==> src/rtl/cla_pkg.sv <==
// rtl/cla_pkg.sv - shared constants and helpers for the CLA adder datapath
package cla_pkg;

  // Bit width of one carry-look-ahead slice
  localparam int CLA_SLICE_W = 4;

  // Operation select encoding for the sub input
  localparam logic OP_ADD = 1'b0;
  localparam logic OP_SUB = 1'b1;

  // Largest positive two's-complement value of a w-bit word
  function automatic logic [63:0] SAT_MAX(input int w);
    return (64'd1 << (w - 1)) - 64'd1;
  endfunction

  // Most negative two's-complement value of a w-bit word
  function automatic logic [63:0] SAT_MIN(input int w);
    return 64'd1 << (w - 1);
  endfunction

endpackage

==> src/rtl/cla4.sv <==
// rtl/cla4.sv - 4-bit carry-look-ahead adder slice
module cla4
  import cla_pkg::*;
(
  input  logic [CLA_SLICE_W-1:0] a,
  input  logic [CLA_SLICE_W-1:0] b,
  input  logic                   cin,
  output logic [CLA_SLICE_W-1:0] sum,
  output logic                   cout
);

  logic [CLA_SLICE_W-1:0] g;
  logic [CLA_SLICE_W-1:0] p;
  logic [CLA_SLICE_W:0]   c;

  // Generate/propagate terms and fully flattened look-ahead carries
  always_comb begin
    g    = a & b;
    p    = a ^ b;
    c[0] = cin;
    c[1] = g[0] | (p[0] & cin);
    c[2] = g[1] | (p[1] & g[0]) | (p[1] & p[0] & cin);
    c[3] = g[2] | (p[2] & g[1]) | (p[2] & p[1] & g[0]) | (p[2] & p[1] & p[0] & cin);
    c[4] = g[3] | (p[3] & g[2]) | (p[3] & p[2] & g[1]) | (p[3] & p[2] & p[1] & g[0])
         | (p[3] & p[2] & p[1] & p[0] & cin);
    sum  = p ^ c[CLA_SLICE_W-1:0];
    cout = c[CLA_SLICE_W];
  end

endmodule

==> src/rtl/cla16_addsub_pipe.sv <==
// rtl/cla16_addsub_pipe.sv - two-stage pipelined CLA add/sub with valid/ready streams (optional CLA_SATURATION_EN)
module cla16_addsub_pipe
  import cla_pkg::*;
#(
  parameter int WIDTH = 16
) (
  input  logic             clk,
  input  logic             rst,
  input  logic             in_valid,
  output logic             in_ready,
  input  logic [WIDTH-1:0] a,
  input  logic [WIDTH-1:0] b,
  input  logic             sub,
  output logic             out_valid,
  input  logic             out_ready,
  output logic [WIDTH-1:0] result,
  output logic             cout,
  output logic             ovf
);

  localparam int HALF = WIDTH / 2;
  localparam int NS   = HALF / CLA_SLICE_W;

`ifdef CLA_SATURATION_EN
  localparam logic [63:0] SAT_MAX_L = SAT_MAX(WIDTH);
  localparam logic [63:0] SAT_MIN_L = SAT_MIN(WIDTH);
`endif

  // Stage 1 registers: resolved low half plus raw upper operands
  logic            s1_valid;
  logic [HALF-1:0] s1_sum_lo;
  logic            s1_carry;
  logic [HALF-1:0] s1_a_hi;
  logic [HALF-1:0] s1_b_hi;
  logic            s1_sub;

  logic s1_load;
  logic s2_load;

  // Stage 1 combinational datapath
  logic [HALF-1:0] b_lo_eff;
  logic [HALF-1:0] sum_lo;
  logic [NS:0]     c_lo;

  // Stage 2 combinational datapath
  logic [HALF-1:0]  b_hi_eff;
  logic [HALF-1:0]  sum_hi;
  logic [NS:0]      c_hi;
  logic [WIDTH-1:0] raw_sum;
  logic             ovf_n;
  logic [WIDTH-1:0] result_n;

  // A full pipe still accepts when the output drains on this same edge
  assign in_ready = !s1_valid || !out_valid || out_ready;
  assign s1_load  = in_valid && in_ready;
  assign s2_load  = s1_valid && (!out_valid || out_ready);

  // Subtract as A + ~B + 1: invert B and inject sub as the low carry-in
  assign b_lo_eff = (sub == OP_ADD) ? b[HALF-1:0] : ~b[HALF-1:0];
  assign c_lo[0]  = (sub == OP_SUB);

  for (genvar i = 0; i < NS; i++) begin : g_lo
    cla4 u_slice (
      .a    (a[i*CLA_SLICE_W +: CLA_SLICE_W]),
      .b    (b_lo_eff[i*CLA_SLICE_W +: CLA_SLICE_W]),
      .cin  (c_lo[i]),
      .sum  (sum_lo[i*CLA_SLICE_W +: CLA_SLICE_W]),
      .cout (c_lo[i+1])
    );
  end

  // Upper B is held raw in stage 1; inversion is applied here from the registered op
  assign b_hi_eff = (s1_sub == OP_SUB) ? ~s1_b_hi : s1_b_hi;
  assign c_hi[0]  = s1_carry;

  for (genvar i = 0; i < NS; i++) begin : g_hi
    cla4 u_slice (
      .a    (s1_a_hi[i*CLA_SLICE_W +: CLA_SLICE_W]),
      .b    (b_hi_eff[i*CLA_SLICE_W +: CLA_SLICE_W]),
      .cin  (c_hi[i]),
      .sum  (sum_hi[i*CLA_SLICE_W +: CLA_SLICE_W]),
      .cout (c_hi[i+1])
    );
  end

  // Signed overflow: operands agree in sign but the sum does not
  always_comb begin
    raw_sum  = {sum_hi, s1_sum_lo};
    ovf_n    = (s1_a_hi[HALF-1] == b_hi_eff[HALF-1]) && (sum_hi[HALF-1] != s1_a_hi[HALF-1]);
    result_n = raw_sum;
`ifdef CLA_SATURATION_EN
    if (ovf_n) begin
      result_n = s1_a_hi[HALF-1] ? SAT_MIN_L[WIDTH-1:0] : SAT_MAX_L[WIDTH-1:0];
    end
`endif
  end

  // Stage 1 register: load on accept, otherwise empty when drained into stage 2
  always_ff @(posedge clk) begin
    if (rst) begin
      s1_valid  <= 1'b0;
      s1_sum_lo <= '0;
      s1_carry  <= 1'b0;
      s1_a_hi   <= '0;
      s1_b_hi   <= '0;
      s1_sub    <= OP_ADD;
    end else if (s1_load) begin
      s1_valid  <= 1'b1;
      s1_sum_lo <= sum_lo;
      s1_carry  <= c_lo[NS];
      s1_a_hi   <= a[WIDTH-1:HALF];
      s1_b_hi   <= b[WIDTH-1:HALF];
      s1_sub    <= sub;
    end else if (s2_load) begin
      s1_valid  <= 1'b0;
    end
  end

  // Stage 2 register: holds result and flags until the consumer takes them
  always_ff @(posedge clk) begin
    if (rst) begin
      out_valid <= 1'b0;
      result    <= '0;
      cout      <= 1'b0;
      ovf       <= 1'b0;
    end else if (s2_load) begin
      out_valid <= 1'b1;
      result    <= result_n;
      cout      <= c_hi[NS];
      ovf       <= ovf_n;
    end else if (out_ready) begin
      out_valid <= 1'b0;
    end
  end

endmodule

==> config.mk <==
export PLATFORM = sky130hd
export DESIGN_NAME = cla16_addsub_pipe
export DESIGN_NICKNAME = d
export VERILOG_FILES = /design/src/rtl/cla_pkg.sv /design/src/rtl/cla4.sv /design/src/rtl/cla16_addsub_pipe.sv
export SDC_FILE = /design/constraint.sdc
export NUM_CORES = 1
export LEC_CHECK = 0
export ABC_CLOCK_PERIOD_IN_PS = 3300
export CAP_MARGIN = 10
export CORE_UTILIZATION = 50
export CTS_CLUSTER_DIAMETER = 150
export CTS_CLUSTER_SIZE = 12
export DETAILED_ROUTE_END_ITERATION = 12
export GPL_TIMING_DRIVEN = 0
export PLACE_DENSITY_LB_ADDON = 0.1
export SLEW_MARGIN = 25
export SYNTH_ARGS = -nofsm -noshare
export SYNTH_HDL_FRONTEND = slang
export SYNTH_SLANG_ARGS = --single-unit
==> constraint.sdc <==
create_clock -name clk -period 3.3 [get_ports clk]
set_input_delay 0.495 -clock clk [delete_from_list [all_inputs] [get_ports clk]]
set_output_delay 0.495 -clock clk [all_outputs]
set_load 0.05 [all_outputs]
==> metrics.txt, run 1 <==
largest net degree at the start of global routing 15; total wire length 5.24 mm; Crit path buffers/inverters 2; worst r2r dst result[12]$_SDFFE_PP0P_; Post-CTS Repair Setup Buffers 0; Worst Hold Launch result[10]$_SDFFE_PP0P_; R2R Setup Slk between 0.8 and 0.9 ns; row cnt 24; Fin. Hold Viols 0; crit path DAT 3.20 ns; cts bufs inserted 5; fmax 0.335 GHz; setup TNS 0 ns; fin util 69.8%; Startpoint Class input pin; Distinct cells, synth 39; Max FO, Critical Path 10; placed insts between 300 and 400; Clock Path Buffers 2; post-synth net total 344; synth warn 0; Core Box Area 4500 µm²; register area share after synthesis 38.0%; Reg2Reg Depth 8; destination of the worst hold path result[10]$_SDFFE_PP0P_; Die Area 5130 µm²; Crit Path Category in2reg; die width 71.6 µm; largest cells by area after synthesis dfxtp_1 (38%), nand2_1 (10%), ha_1 (8.3%); Hold-fix buffers, CTS 0; number of routed nets with antenna violations 0; clk_lat worst skew around 0.30 ns; Mapped Cells 288; critical path's largest stage delay about 0.50 ns; Syn Area/Cell approximately 8.4 µm²; slowest CP cell clkdlybuf4s50_1; layout cell share with drive strength beyond 1 under 10%; vias in the first global route around 1900; top cells by count, synth nand2_1 (67), dfxtp_1 (46), a21oi_1 (37); CP Data Required Time 3.51 ns; final worst path period need around 3 ns; die height 71.6 µm; CTS tree yes; clock-pin slew on the worst setup and hold paths about 0.090 ns; Pwr Total 1.34 mW; ratio of total power to cell area approximately 430 nW/µm²; worst slew pin tran slightly above 0.5 ns; hold crit path type reg2reg; outcome finished, final reports clean; Post-Layout Cell Count 404; Congestion Overflow GR 0; DRC Markers 0; root buf cell clkbuf_8; Sink Count 46; n_diodes 0; Pre-antenna DRT Iters 4; R2R Path Start s1_sub$_SDFFE_PP0P_; Layout area overhead 29.7%; cell family with the largest share of critical-path delay buffers and inverters; Async SR Flop Fraction 0%; hold depth 2; dominant cell type by area after synthesis dfxtp_1; PostCTS Resize Cnt 0; count leader, synth nand2_1; WL per Instance 13.0 µm; Max-slew headroom roughly 66%; VDD IR max 0.250 mV; All-Layer GR Usage 22.5%; first-pass GRT wire length 8.95 mm; CP Cell Sequence clkdlybuf4s50_1, buf_2, xor2_1, ha_1, a21o_1, and4_4, nor3_1, fa_1, a211oi_1; RSZ-0062 raised after global routing no; crit share post-route between 90% and 100%; initial antenna violation count 0; layout net count 407; Most used DFF post-synth dfxtp_1; DPL Wire Length just under 4 mm; # IOs 57; register bit total from synthesis 46; htree depth 2; post-synth top area share 38.0%; CP Capture Type flop; count of pins over their slew limit 0; vias after detailed routing 2116; number of flops mapped to enable cells by yosys 0; 1st-iter DRT viols 101; setup violators final 0; Filler cells 402; GPL Wtd Cong between 0.8 and 0.9; Fin Hold WS between 0.4 and 0.5 ns; Initial Util around 54%; maxcap violations 0; final worst clock skew 0.00660 ns; area of the mapped netlist ~2400 µm²; Pleak 1.30 nW; number of port buffers 56; vias per cell approximately 5.2
[worst reg2reg max path: stages, from the launching register on]
cell and delay (ns):
dfxtp_1 0.32, buf_2 0.26, xor2_1 0.25, ha_1 0.29
a211oi_2 0.32, o21bai_1 0.15, a21oi_1 0.22, fa_1 0.41
a211oi_1 0.19
[logic make-up (layout without fill, tap and decap cells)]
group	after synthesis	count (layout)	synth area share, %
AO/OA/AOI/OAI	67	67	17.3
XOR/XNOR	23	23	8.31
adder cells (fa/ha/maj)	19	19	10.7
buffers and inverters	25	89	4.39
flip-flops	46	46	38.0
multiplexers	1	1	0.413
AND/OR/NAND/NOR	107	107	20.8
[cells in the final DEF (no fill, tap or decap), drive strengths merged, types with 6 or more instances in the layout]
master / Yosys / routed
ha: 16 / 16
clkdlybuf4s50: 0 / 56
xnor2: 6 / 6
buf: 10 / 10
inv: 8 / 8
clkbuf: 7 / 13
dfxtp: 46 / 46
nand2: 67 / 67
a211oi: 7 / 7
nand3b: 7 / 7
xor2: 17 / 17
nor2: 9 / 9
a21oi: 37 / 37
[metal layers]
metal,vias up,share of wire [%],GRT usage (%),routed length [µm]
met3,7,5.2,6.33,274
met1,940,50,30.7,2610
met2,64,43,33.1,2260
li1,1105,-,-,-
met4,0,1.6,9.80,83
met5,-,0,0,0
[metrics by stage]
stage,instance area (µm²),setup WS (ns)
2_1_floorplan,2420,0.804
3_3_place_gp,3050,0.100
3_5_place_dp,3050,-0.0120
4_1_cts,3150,0.290
5_1_grt,3150,0.0681
6_report,3150,0.312
[sequential cells by signal, summed over array words and instances (netlist names)]
signal and flops:
cout 1, out_valid 1, ovf 1, result 16, s1_a_hi 8, s1_b_hi 8
s1_carry 1, s1_sub 1, s1_sum_lo 8, s1_valid 1
[final cells by class]
type                            instances  area, µm²  share of cell area [%]
Clock inverter                          2       12.5                   0.398
Clock buffer                            6       82.6                    2.63
Inverter                                8       30.0                   0.955
Multi-Input combinational cell        217       1400                    44.4
Tap cell                               52       65.1                    2.07
Sequential cell                        46        921                    29.3
Timing Repair Buffer                   56        561                    17.8
Buffer                                 17       76.3                    2.43
[power by group]
group | switching, mW | internal, mW | total [mW] | leakage, nW
logic | 0.203 | 0.165 | 0.368 | 0.872
registers | 0.0246 | 0.594 | 0.618 | 0.378
clock network | 0.189 | 0.168 | 0.357 | 0.0472
[worst max-delay path by stage]
| stage | start | endpoint | slack [ns] | depth (start not counted) |
|---|---|---|---|---|
| finish | sub | s1_sum_lo[4]$_SDFFE_PP0P_ | 0.31 | 9 |
| detailed placement | sub | s1_sum_lo[4]$_SDFFE_PP0P_ | -0.01 | 9 |
| floorplan | sub | s1_sum_lo[4]$_SDFFE_PP0P_ | 0.80 | 8 |
| global placement | sub | s1_sum_lo[4]$_SDFFE_PP0P_ | 0.10 | 9 |
| CTS | sub | s1_sum_lo[4]$_SDFFE_PP0P_ | 0.29 | 9 |
| global route | sub | s1_sum_lo[4]$_SDFFE_PP0P_ | 0.07 | 9 |
(Power assumes the default switching activity.)
==> run 2, diff against run 1 <==
- DONT_BUFFER_PORTS: default -> 1
- MAX_ROUTING_LAYER: default -> met4
==> run 2 against run 1 <==
Net effect:
- fmax increased by 18%
- clock skew grew 0.0031 ns
- power is 6.1% higher
- worst hold slack worse by 0.14 ns
- highest routed layer unchanged
- first-iteration DRC count decreased by 42%
- critical endpoint is now result[12]$_SDFFE_PP0P_
- sequential cell count unchanged
- final cell count down 14%
- cell area fell by 16%
- combinational power is 31% lower
==> metrics.txt, run 2 (synthesis gave the netlist of run 1 again) <==
CP Data Required Time 3.51 ns (about the same); Initial Util 53.8% (unchanged); layout net count 351 (-14%); Congestion Overflow GR 0 (unchanged); first-pass GRT wire length 8.33 mm (-6.9%); initial antenna violation count 0 (unchanged); hold crit path type in2reg; row cnt 24 (unchanged); crit path DAT 2.73 ns (-0.47 ns); worst slew pin tran 0.630 ns (+0.126 ns); total wire length 5.05 mm (-3.5%); htree depth 2 (unchanged); cts bufs inserted 5 (unchanged); Biggest register result; VDD IR max 0.243 mV (-2.5%); RSZ-0062 raised after global routing no; DRC Markers 0 (unchanged); Startpoint Class flop; die height 71.6 µm (unchanged); ratio of total power to cell area 542 nW/µm² (+27%); Sink Count 46 (unchanged); n_diodes 0 (unchanged); crit share post-route 76.4% (-14 points); Pre-antenna DRT Iters 4 (unchanged); setup violators final 0 (unchanged); clk_lat worst skew 0.30 ns (about the same); PostCTS Resize Cnt 0 (unchanged); largest net degree at the start of global routing 15 (unchanged); Largest register FFs 16 (unchanged); Clock Path Buffers 2 (unchanged); root buf cell clkbuf_8; Post-CTS Repair Setup Buffers 0 (unchanged); number of routed nets with antenna violations 0 (unchanged); DPL Wire Length 3.83 mm (-3.7%); Filler cells 465 (+16%); vias per cell 5.54 (+5.8%); critical path's largest stage delay 0.43 ns (-0.07 ns); CTS tree yes; Crit Path Category reg2reg; vias after detailed routing 1928 (-8.9%); outcome finished, final reports clean; Crit path buffers/inverters 1 (-1); 1st-iter DRT viols 59 (-42%); fmax 0.397 GHz (+18%); die width 71.6 µm (unchanged); Core Box Area 4500 µm² (unchanged); maxcap violations 0 (unchanged); count of pins over their slew limit 0 (unchanged); Layout area overhead 8.57%; vias in the first global route 1781 (-7.5%); setup TNS 0 ns (unchanged); All-Layer GR Usage 21.7% (-0.75 points); Max FO, Critical Path 9 (-1); CP Capture Type flop; number of port buffers 0 (-100%); final worst clock skew 0.00969 ns (+0.00309 ns); Die Area 5130 µm² (unchanged); cell family with the largest share of critical-path delay compound AO/OA/AOI/OAI gates; most frequent cells in the layout nand2_1 (67), dfxtp_1 (46), a21oi_1 (37), xor2_1 (17), ha_1 (16); GPL Wtd Cong 0.829 (+1.6%); fin util 58.4% (-11 points); Max-slew headroom 57.9% (-8.5 points); WL per Instance 14.5 µm (+12%); final worst path period need 2.52 ns (-0.466 ns); clock-pin slew on the worst setup and hold paths 0.09 ns (about the same); layout cell share with drive strength beyond 1 7.77% (+1.2 points); Hold-fix buffers, CTS 0 (unchanged); Fin. Hold Viols 0 (unchanged); CP Cell Sequence buf_2, xor2_1, ha_1, a211oi_2, o21bai_1, a21oi_1, fa_1, a211oi_1; slowest CP cell fa_1; # IOs 57 (unchanged); commonest non-fill, non-tap cell in the layout nand2_1; Pleak 1.11 nW (-14%)
run 2: changes by cell type in the layout (fill, tap and decap cells not counted):
cell,previous run,this run
clkdlybuf4s50_1,56,0
bufinv_16,0,2
clkinv_2,1,0
clkinvlp_4,1,0
run 2: path summary, 6_finish.rpt:
kind | slack, ns | cells past startpoint | start | endpoint
worst max-delay path | 0.78 | 8 | s1_sub$_SDFFE_PP0P_ | result[12]$_SDFFE_PP0P_
worst min-delay path | 0.32 | 2 | b[12] | s1_b_hi[4]$_SDFFE_PP0P_
worst max register to register | 0.78 | 8 | s1_sub$_SDFFE_PP0P_ | result[12]$_SDFFE_PP0P_
worst min register to register | 0.47 | 2 | s1_sum_lo[5]$_SDFFE_PP0P_ | s1_sum_lo[5]$_SDFFE_PP0P_
run 2: per-stage QoR:
step                setup WS [ns]  power [mW]  instances  cell area, µm²  hold WS, ns
floorplan                   0.804       0.876        288            2420        0.427
global placement            0.616       0.924        340            2490        0.446
detailed placement          0.567       0.929        340            2490        0.452
CTS                         0.741        1.44        348            2630        0.311
global route                0.568        1.50        348            2630        0.303
finish                      0.778        1.43        348            2630        0.316
run 2: worst reg2reg max path, stage by stage, from the launching register on:
cell      delay [ns]
dfxtp_1         0.31
buf_2           0.26
xor2_1          0.25
ha_1            0.29
a211oi_2        0.32
o21bai_1        0.15
a21oi_1         0.23
fa_1            0.43
a211oi_1        0.19
run 2: layout make-up:
type                    instances  area, µm²  area share, %
plain buffers                  17       76.3           2.90
clock buffers                   6       82.6           3.14
clock inverters                 2       60.1           2.28
inverters                       8       30.0           1.14
multi-input cells             217       1400           53.1
flip-flops and latches         46        921           35.0
well taps                      52       65.1           2.47
run 2: metal layers:
layer,vias to the layer above,share of wire (%),GRT usage (%)
met1,872,53,30.9
met4,0,0.99,5.88
li1,996,-,-
met5,-,0,-
met3,6,5.5,5.49
met2,54,41,30.4
run 2: report_power, final:
group          leakage, nW  switching, mW  internal (mW)
logic                0.661          0.144          0.109
clock network       0.0714          0.186          0.323
registers            0.378         0.0699          0.594
total                 1.11          0.400           1.03
==> run 3, diff against run 2 <==
- ABC_CLOCK_PERIOD_IN_PS: 3300 -> 2200
- clock period: 3.3 -> 2.2 ns (I/O delays scaled with it)
==> run 3 against run 2 <==
Net effect:
- clock power rose by 3%
- via count grew 2.0%
- power grew 37%
- first-iteration DRC count rose to 2.5 times the previous value
- sequential share of layout area fell by 1.2 points
- critical endpoint unchanged
- critical path type unchanged
- cell area up 4.1%
- highest routed layer unchanged
- clock skew grew 0.0023 ns
- fmax increased by 17%
- largest cell class unchanged
==> metrics.txt, run 3 (synthesis gave the netlist of run 1 again) <==
CP Capture Type flop; CTS tree yes; DPL Wire Length 3.83 mm (+0.22%); # IOs 57 (unchanged); count of pins over their slew limit 0 (unchanged); Pre-antenna DRT Iters 4 (unchanged); commonest non-fill, non-tap cell in the layout nand2_1; Clock Path Buffers 2 (unchanged); Psw 644 µW (+61%); cts bufs inserted 5 (unchanged); row cnt 24 (unchanged); combinational power share 22.0% (+4.3 points); Layout area overhead 13.0%; crit share post-route 98.0% (+22 points); Flop pwr share 51.1% (+4.6 points); Max-slew headroom 55.3% (-2.6 points); number of port buffers 0 (unchanged); Biggest register result; hold crit path type in2reg; total wire length 5.24 mm (+3.6%); vias per cell 5.52 (-0.32%); 1st-iter DRT viols 148 (+150%); layout net count 359 (+2.3%); first-pass GRT wire length 8.41 mm (+1.0%); clock share of power 26.9% (-8.8 points); Die Area 5130 µm² (unchanged); maxcap violations 0 (unchanged); htree depth 2 (unchanged); crit path DAT 2.39 ns (-0.34 ns); Core Box Area 4500 µm² (unchanged); worst slew pin tran 0.669 ns (+0.0391 ns); number of routed nets with antenna violations 0 (unchanged); All-Layer GR Usage 21.9% (+0.18 points); Hold-fix buffers, CTS 0 (unchanged); vias in the first global route 1752 (-1.6%); Pwr Total 1.95 mW (+37%); fmax 0.464 GHz (+17%); Max FO, Critical Path 8 (-1); Congestion Overflow GR 0 (unchanged); final worst path period need 2.16 ns (-0.365 ns); clk_lat worst skew 0.31 ns (about the same); clock-pin slew on the worst setup and hold paths 0.09 ns (about the same); setup violators final 0 (unchanged); Largest register FFs 16 (unchanged); die height 71.6 µm (unchanged); Reg area 925 µm² (+0.41%); Sink Count 46 (unchanged); Fin Hold WS 0.143 ns (-0.173 ns); Startpoint Class flop; fin util 60.8% (+2.4 points); Pleak 1.14 nW (+2.8%); n_diodes 0 (unchanged); Fin. Hold Viols 0 (unchanged); Crit Path Category reg2reg; final worst clock skew 0.0120 ns (+0.00232 ns); VDD IR max 0.400 mV (+64%); initial antenna violation count 0 (unchanged); root buf cell clkbuf_8; CP Data Required Time 2.44 ns (-1.07 ns); Initial Util 53.8% (unchanged); largest net degree at the start of global routing 16 (+1); area of the multi-input gates 1490 µm² (+6.3%); Filler cells 417 (-10%); internal power 1.31 mW (+28%); outcome finished, final reports clean; WL per Instance 14.7 µm (+1.3%); layout cell share with drive strength beyond 1 15.1% (+7.4 points); vias after detailed routing 1966 (+2.0%); most frequent cells in the layout nand2_1 (66), dfxtp_1 (43), a21oi_1 (35), xor2_1 (16), ha_1 (14); die width 71.6 µm (unchanged); ratio of total power to cell area 713 nW/µm² (+32%); DRC Markers 0 (unchanged); GPL Wtd Cong 0.807 (-2.6%); sw frac 33.0% (+4.9 points)
## run 3: path summary, 6_finish.rpt
check | endpoint | slack [ns] | start | cells past startpoint
setup reg to reg | result[12]$_SDFFE_PP0P_ | 0.04 | s1_sub$_SDFFE_PP0P_ | 8
setup / recovery | result[12]$_SDFFE_PP0P_ | 0.04 | s1_sub$_SDFFE_PP0P_ | 8
hold reg to reg | result[0]$_SDFFE_PP0P_ | 0.46 | s1_sum_lo[0]$_SDFFE_PP0P_ | 2
hold / removal | s1_a_hi[7]$_SDFFE_PP0P_ | 0.14 | a[15] | 2
## run 3: power groups by stage
stage                     registers (mW)  logic [mW]  clock network [mW]
after detailed placement            1.02       0.385                   0
final                              0.998       0.429               0.526
after floorplan                     1.00       0.318                   0
after global placement              1.01       0.380                   0
after CTS                          0.996       0.393               0.536
after global routing                1.01       0.482               0.579
## run 3: worst max-delay path: stages (launching register included)
cell and delay (ns):
dfxtp_2 0.32, buf_6 0.14, xor2_4 0.20, ha_4 0.26, a211oi_4 0.28, o21bai_2 0.12
a21oi_2 0.16, fa_2 0.45, a211oi_2 0.17
## run 3: area by class of cell
class,count,share of cell area [%]
Inverter,8,1.10
Timing Repair Buffer,8,2.19
Clock inverter,3,0.776
Clock buffer,5,2.51
Sequential cell,46,33.7
Tap cell,52,2.37
Buffer,17,3.11
Multi-Input combinational cell,217,54.2
## run 3: per-stage QoR
| stage | worst slack [ns] | setup TNS, ns | cell area [µm²] | std cells |
|---|---|---|---|---|
| floorplan | -0.00283 | -0.00283 | 2450 | 288 |
| global route | -0.0293 | -0.0343 | 2740 | 356 |
| CTS | -0.0871 | -0.167 | 2620 | 350 |
| detailed placement | -0.160 | -2.12 | 2510 | 340 |
| finish | 0.0433 | 0 | 2740 | 356 |
| global placement | -0.133 | -1.35 | 2510 | 340 |
## run 3: repair_timing
action | in CTS | in global routing
hold endpoints to repair | 0 | 0
endpoints found under the setup margin | 26 | 14
gates resized for setup | 1 | 16
pin swaps | 3 | 9
setup buffers | 2 | 6
## run 3: metal layers
metal | global-route usage [%] | wire [µm] | share of wire, %
met1 | 31.5 | 2680 | 51
met2 | 28.9 | 2140 | 41
met3 | 7.45 | 325 | 6.2
met4 | 5.88 | 93 | 1.8
met5 | - | 0 | 0
==> RTL change 1: new RTL, flow settings as in run 3 <==
Build with the macro `CLA_SATURATION_EN` defined.
--- a/src/rtl/cla16_addsub_pipe.sv
+++ b/src/rtl/cla16_addsub_pipe.sv
@@ -1,4 +1,6 @@
 // rtl/cla16_addsub_pipe.sv - two-stage pipelined CLA add/sub with valid/ready streams (optional CLA_SATURATION_EN)
+`define CLA_SATURATION_EN
+
 module cla16_addsub_pipe
   import cla_pkg::*;
 #(
Function: changed (Yosys sat finds a counterexample within 4 cycles, from zero or initial values and one cycle with rst high).
==> RTL change 1 against run 3 <==
- routed wire length is 6.9% higher
- count of clock-buffer cells in the layout did not move
- synthesized area rose by 2.9%
- die area up 2.9%
- non-clock buffer count up 6
- worst setup slack worse by 0.18 ns
- power grew 13%
- highest routed layer unchanged
- sequential cell count unchanged
- clock skew hardly changed
- design area is 9.1% higher
- largest cell class unchanged
- the run now ends with setup timing left
- combinational power rose by 17%
- core utilization up 2.0 points
==> RTL change 1: results (changes against run 3) <==
- Status: complete, but fails checks
- Slowest library cell on the worst path: fa_1
- Area share of fa/ha/maj cells after synthesis: 10.43% (-0.31 points)
- Initial drt markers: 114 (-23%)
- Commonest cells in the netlist: nand2_1, dfxtp_1, a21oi_1
- Peak supply drop: 0.4236 mV (+5.9%)
- Met3 routed WL: 309 um (-4.9%)
- Final setup violation count: 17 (+17)
- First-pass GRT wire length: 8625 um (+2.5%)
- Largest net degree at the start of global routing: 17 (+1)
- Grt met3 use: 4.696% (-2.8 points)
- Vias in the first global route: 1,851 (+5.7%)
- Hold Crit Start: b[10]
- Comb group: 0.000504 W (+17%)
- Synth area leaders: dfxtp_1, nand2_1, ha_1
- Worst hold slack: 0.1459 ns (+0.002615 ns)
- Worst setup margin: -0.1407 ns (-0.1840 ns)
- Pre-CTS WS: -0.3483 ns (-0.1882 ns)
- XOR/XNOR Fraction of Synth Area: 8.421% (+0.11 points)
- WL met2: 2464 um (+15%)
- Setup bufs post-CTS: 6 (+4)
- Setup tns final: -1.308 ns (-1.308 ns)
- Nets: 372 (+3.6%)
- Wire length per cell: 14.58 um (-0.90%)
- DR pass1 iterations: 6 (+2)
- Placer Congestion: 0.7743 (-4.1%)
- Hold EP: s1_b_hi[2]
- Clock Skew: 0.01178 ns (-0.0002206 ns)
- Rel. slew slack: 58.48% (+3.2 points)
- PostCTS Resize Cnt: 8 (+7)
- Reg2Reg Depth: 7 (-1)
- Failing checks: setup timing
- CP arrival: 2.57 ns (+0.18 ns)
- Met1 wire length: 2746 um (+2.5%)
- Vias: 2,046 (+4.1%)
- Syn_nets: 351 (+2.0%)
- Synth Area in Compound Gates: 21.00% (+3.7 points)
## RTL change 1: cell count changes in the layout (fill, tap and decap cells not counted), moves of 6 or more
cell | run 3 | this run
buf_2 | 8 | 1
nand2_2 | 1 | 7
buf_6 | 1 | 7
a211oi_2 | 1 | 9
nor2_1 | 9 | 26
nand2_1 | 66 | 50
## RTL change 1: layout make-up
class / count / area [um^2] / share of cell area, %
Inverter: 8 / 30.03 / 1.005
Multi-Input combinational cell: 224 / 1618 / 54.12
Clock buffer: 5 / 68.82 / 2.302
Tap cell: 67 / 83.83 / 2.805
Sequential cell: 46 / 927.1 / 31.02
Buffer: 16 / 82.58 / 2.763
Timing Repair Buffer: 15 / 131.4 / 4.395
Clock inverter: 3 / 47.55 / 1.591
## RTL change 1: metrics by stage
stage | instances | util [%] | area (um^2)
after floorplan | 295 | - | 2521
after global placement | 362 | 54.79 | 2605
after detailed placement | 362 | 54.79 | 2605
after CTS | 376 | 59.03 | 2806
after global routing | 384 | 62.87 | 2989
final | 384 | 62.87 | 2989
==> RTL change 2: new RTL, settings of run 3 <==
Without the edit above. Put one more register stage on the output `ovf`, with the module's reset. The value now appears one clock later. The other outputs are not delayed to match.
--- a/src/rtl/cla16_addsub_pipe.sv
+++ b/src/rtl/cla16_addsub_pipe.sv
@@ -20,6 +20,8 @@
 
   localparam int HALF = WIDTH / 2;
   localparam int NS   = HALF / CLA_SLICE_W;
+
+  logic ovf_s0;
 
 `ifdef CLA_SATURATION_EN
   localparam logic [63:0] SAT_MAX_L = SAT_MAX(WIDTH);
@@ -122,16 +124,24 @@
       out_valid <= 1'b0;
       result    <= '0;
       cout      <= 1'b0;
-      ovf       <= 1'b0;
+      ovf_s0    <= 1'b0;
     end else if (s2_load) begin
       out_valid <= 1'b1;
       result    <= result_n;
       cout      <= c_hi[NS];
-      ovf       <= ovf_n;
+      ovf_s0    <= ovf_n;
     end else if (out_ready) begin
       out_valid <= 1'b0;
     end
   end
 
+  always_ff @(posedge clk) begin
+    if (rst) begin
+      ovf <= '0;
+    end else begin
+      ovf <= ovf_s0;
+    end
+  end
+
 endmodule
 
Check against the original RTL: not equivalent (Yosys sat finds a counterexample within 4 cycles, from zero or initial values and one cycle with rst high).
==> RTL change 2 against run 3 <==
- fmax is 1.4% higher
- critical path type unchanged
- design area is 1.8% higher
- worst setup slack better by 0.029 ns
- power is 0.18% higher
- sequential cell count is 1 higher
- synthesized area is 1.5% higher
- sequential share of layout area hardly changed
- non-clock buffer count is 1 higher
- clock skew is 0.0082 ns lower
- global-route usage is 0.46 points higher
- largest cell class unchanged
- routed wire length hardly changed
- synthesized cell count is 1.0% higher
==> RTL change 2: results (changes against run 3) <==
- Status: complete, no violations
- Crit Reg-Reg Endpoint: result[12]
- Hold Crit Class: input port to flip-flop
- First-pass GRT wire length: 8783 um (+4.4%)
- Worst-path maximum fanout: 7 (-1)
- Met3 routed WL: 260 um (-20%)
- Hold Crit Start: in_valid
- Clock Skew: 0.003848 ns (-0.008155 ns)
- WL met2: 2429 um (+14%)
- Hold EP: s1_valid
- IO Port Bufs: 0 (unchanged)
- Syn_nets: 347 (+0.87%)
- Hpwl dp: 3842 um (+0.19%)
- Peak supply drop: 0.5417 mV (+35%)
- Vias: 2,011 (+2.3%)
- Nets: 363 (+1.1%)
- Primary FF master, synth: dfxtp_1
- Worst setup margin: 0.07269 ns (+0.02935 ns)
- Htree depth: 2 (unchanged)
- Post-Syn Area: 2461 um^2 (+1.5%)
- Rel. slew slack: 57.26% (+2.0 points)
- Root buffer cell: clkbuf_8
- Drt total wl: 5238 um (about the same)
- Worst-skew pair later-pin latency: 0.30 ns
- Largest net degree at the start of global routing: 15 (-1)
- Placed inst area: 2574 um^2 (+2.4%)
- Lkg Pwr: 1.201 nW (+5.2%)
- CP arrival: 2.35 ns (-0.04 ns)
- # diodes: 0 (unchanged)
- GRT Overall Usage: 22.35% (+0.46 points)
- Synth area leaders: dfxtp_1, nand2_1, a21oi_1
- Pre-CTS WS: -0.1550 ns (+0.005164 ns)
- Placer Congestion: 0.8309 (+2.9%)
- Ratio of cells with drive above 1 in the final layout: 16.23% (+1.1 points)
- Filler cells: 444 (+6.5%)
- Initial antenna violation count: 0 (unchanged)
- Post-synth cell types: 46 (+18%)
- Max reg flops: 16 (unchanged)
- Commonest cells in the netlist: nand2_1, dfxtp_1, a21oi_1
- Grt met2 use: 33.23% (+4.3 points)
- Highest metal used: met4
- Clock transition at the registers of the reported paths: 0.09 ns (about the same)
- CTS Buf Count: 5 (unchanged)
- Slowest library cell on the worst path: fa_2
- R2r startpoint: s1_sub
- Worst hold slack: 0.1527 ns (+0.009436 ns)
- Final hold violation count: 0 (unchanged)
- Met1 wire length: 2493 um (-6.9%)
- Reg2Reg Depth: 8 (unchanged)
- Grt met3 use: 5.139% (-2.3 points)
- Initial drt markers: 110 (-26%)
- Register area share after synthesis: 38.23% (+0.25 points)
- CP Class: flip-flop to flip-flop
- Met1 Track Usage GR: 30.02% (-1.4 points)
- Vias in the first global route: 1,925 (+9.9%)
==> RTL change 2: changes by cell type after synthesis, sizes merged, moves of 3 or more <==
cell    before  now
a21oi       37   41
buf         10   13
clkbuf       7    4
nand3b       7    2
nor2         9    6
==> RTL change 2: cell families after synthesis <==
kind of cell | after synthesis | synth area share, %
AO/OA/AOI/OAI | 73 | 18.86
XOR/XNOR | 24 | 8.541
adder cells (fa/ha/maj) | 19 | 10.57
buffers and inverters | 26 | 4.677
flip-flops | 47 | 38.23
multiplexers | 2 | 0.8135
AND/OR/NAND/NOR | 100 | 18.30
==> RTL change 2: area by class of cell <==
cell class	count	area, um^2	share of cell area, %
flip-flops and latches	47	942.2	33.78
multi-input cells	218	1480	53.07
plain buffers	17	97.59	3.499
clock buffers	5	68.82	2.467
repair buffers	9	67.56	2.423
clock inverters	3	15.01	0.5384
inverters	9	33.78	1.211
well taps	67	83.83	3.006
==> RTL change 2: critical path, delay by kind of cell (launching register included) <==
family	cells	cell delay, ns
compound gates	4	0.72
fa+ha+maj	2	0.68
flops	1	0.33
xor+xnor	1	0.18
buf+inv	1	0.15
==> RTL change 2: power breakdown <==
| part | switching, W | internal [W] | total [W] |
|---|---|---|---|
| Sequential | 0.000104 | 0.000909 | 0.00101 |
| Combinational | 0.000237 | 0.000201 | 0.000438 |
| Clock | 0.000287 | 0.000218 | 0.000505 |
| Total | 0.000628 | 0.00133 | 0.00196 |
==> RTL change 2: through the flow <==
stage               instances  power, W
detailed placement        358  0.001427
floorplan                 291  0.001347
global route              375  0.002074
global placement          358  0.001417
finish                    375  0.001956
CTS                       368  0.001949
==> RTL change 2: what timing repair did <==
item,CTS,global route
setup buffers,2,7
endpoints found under the setup margin,24,5
resized for setup,10,3
pin swaps,4,8
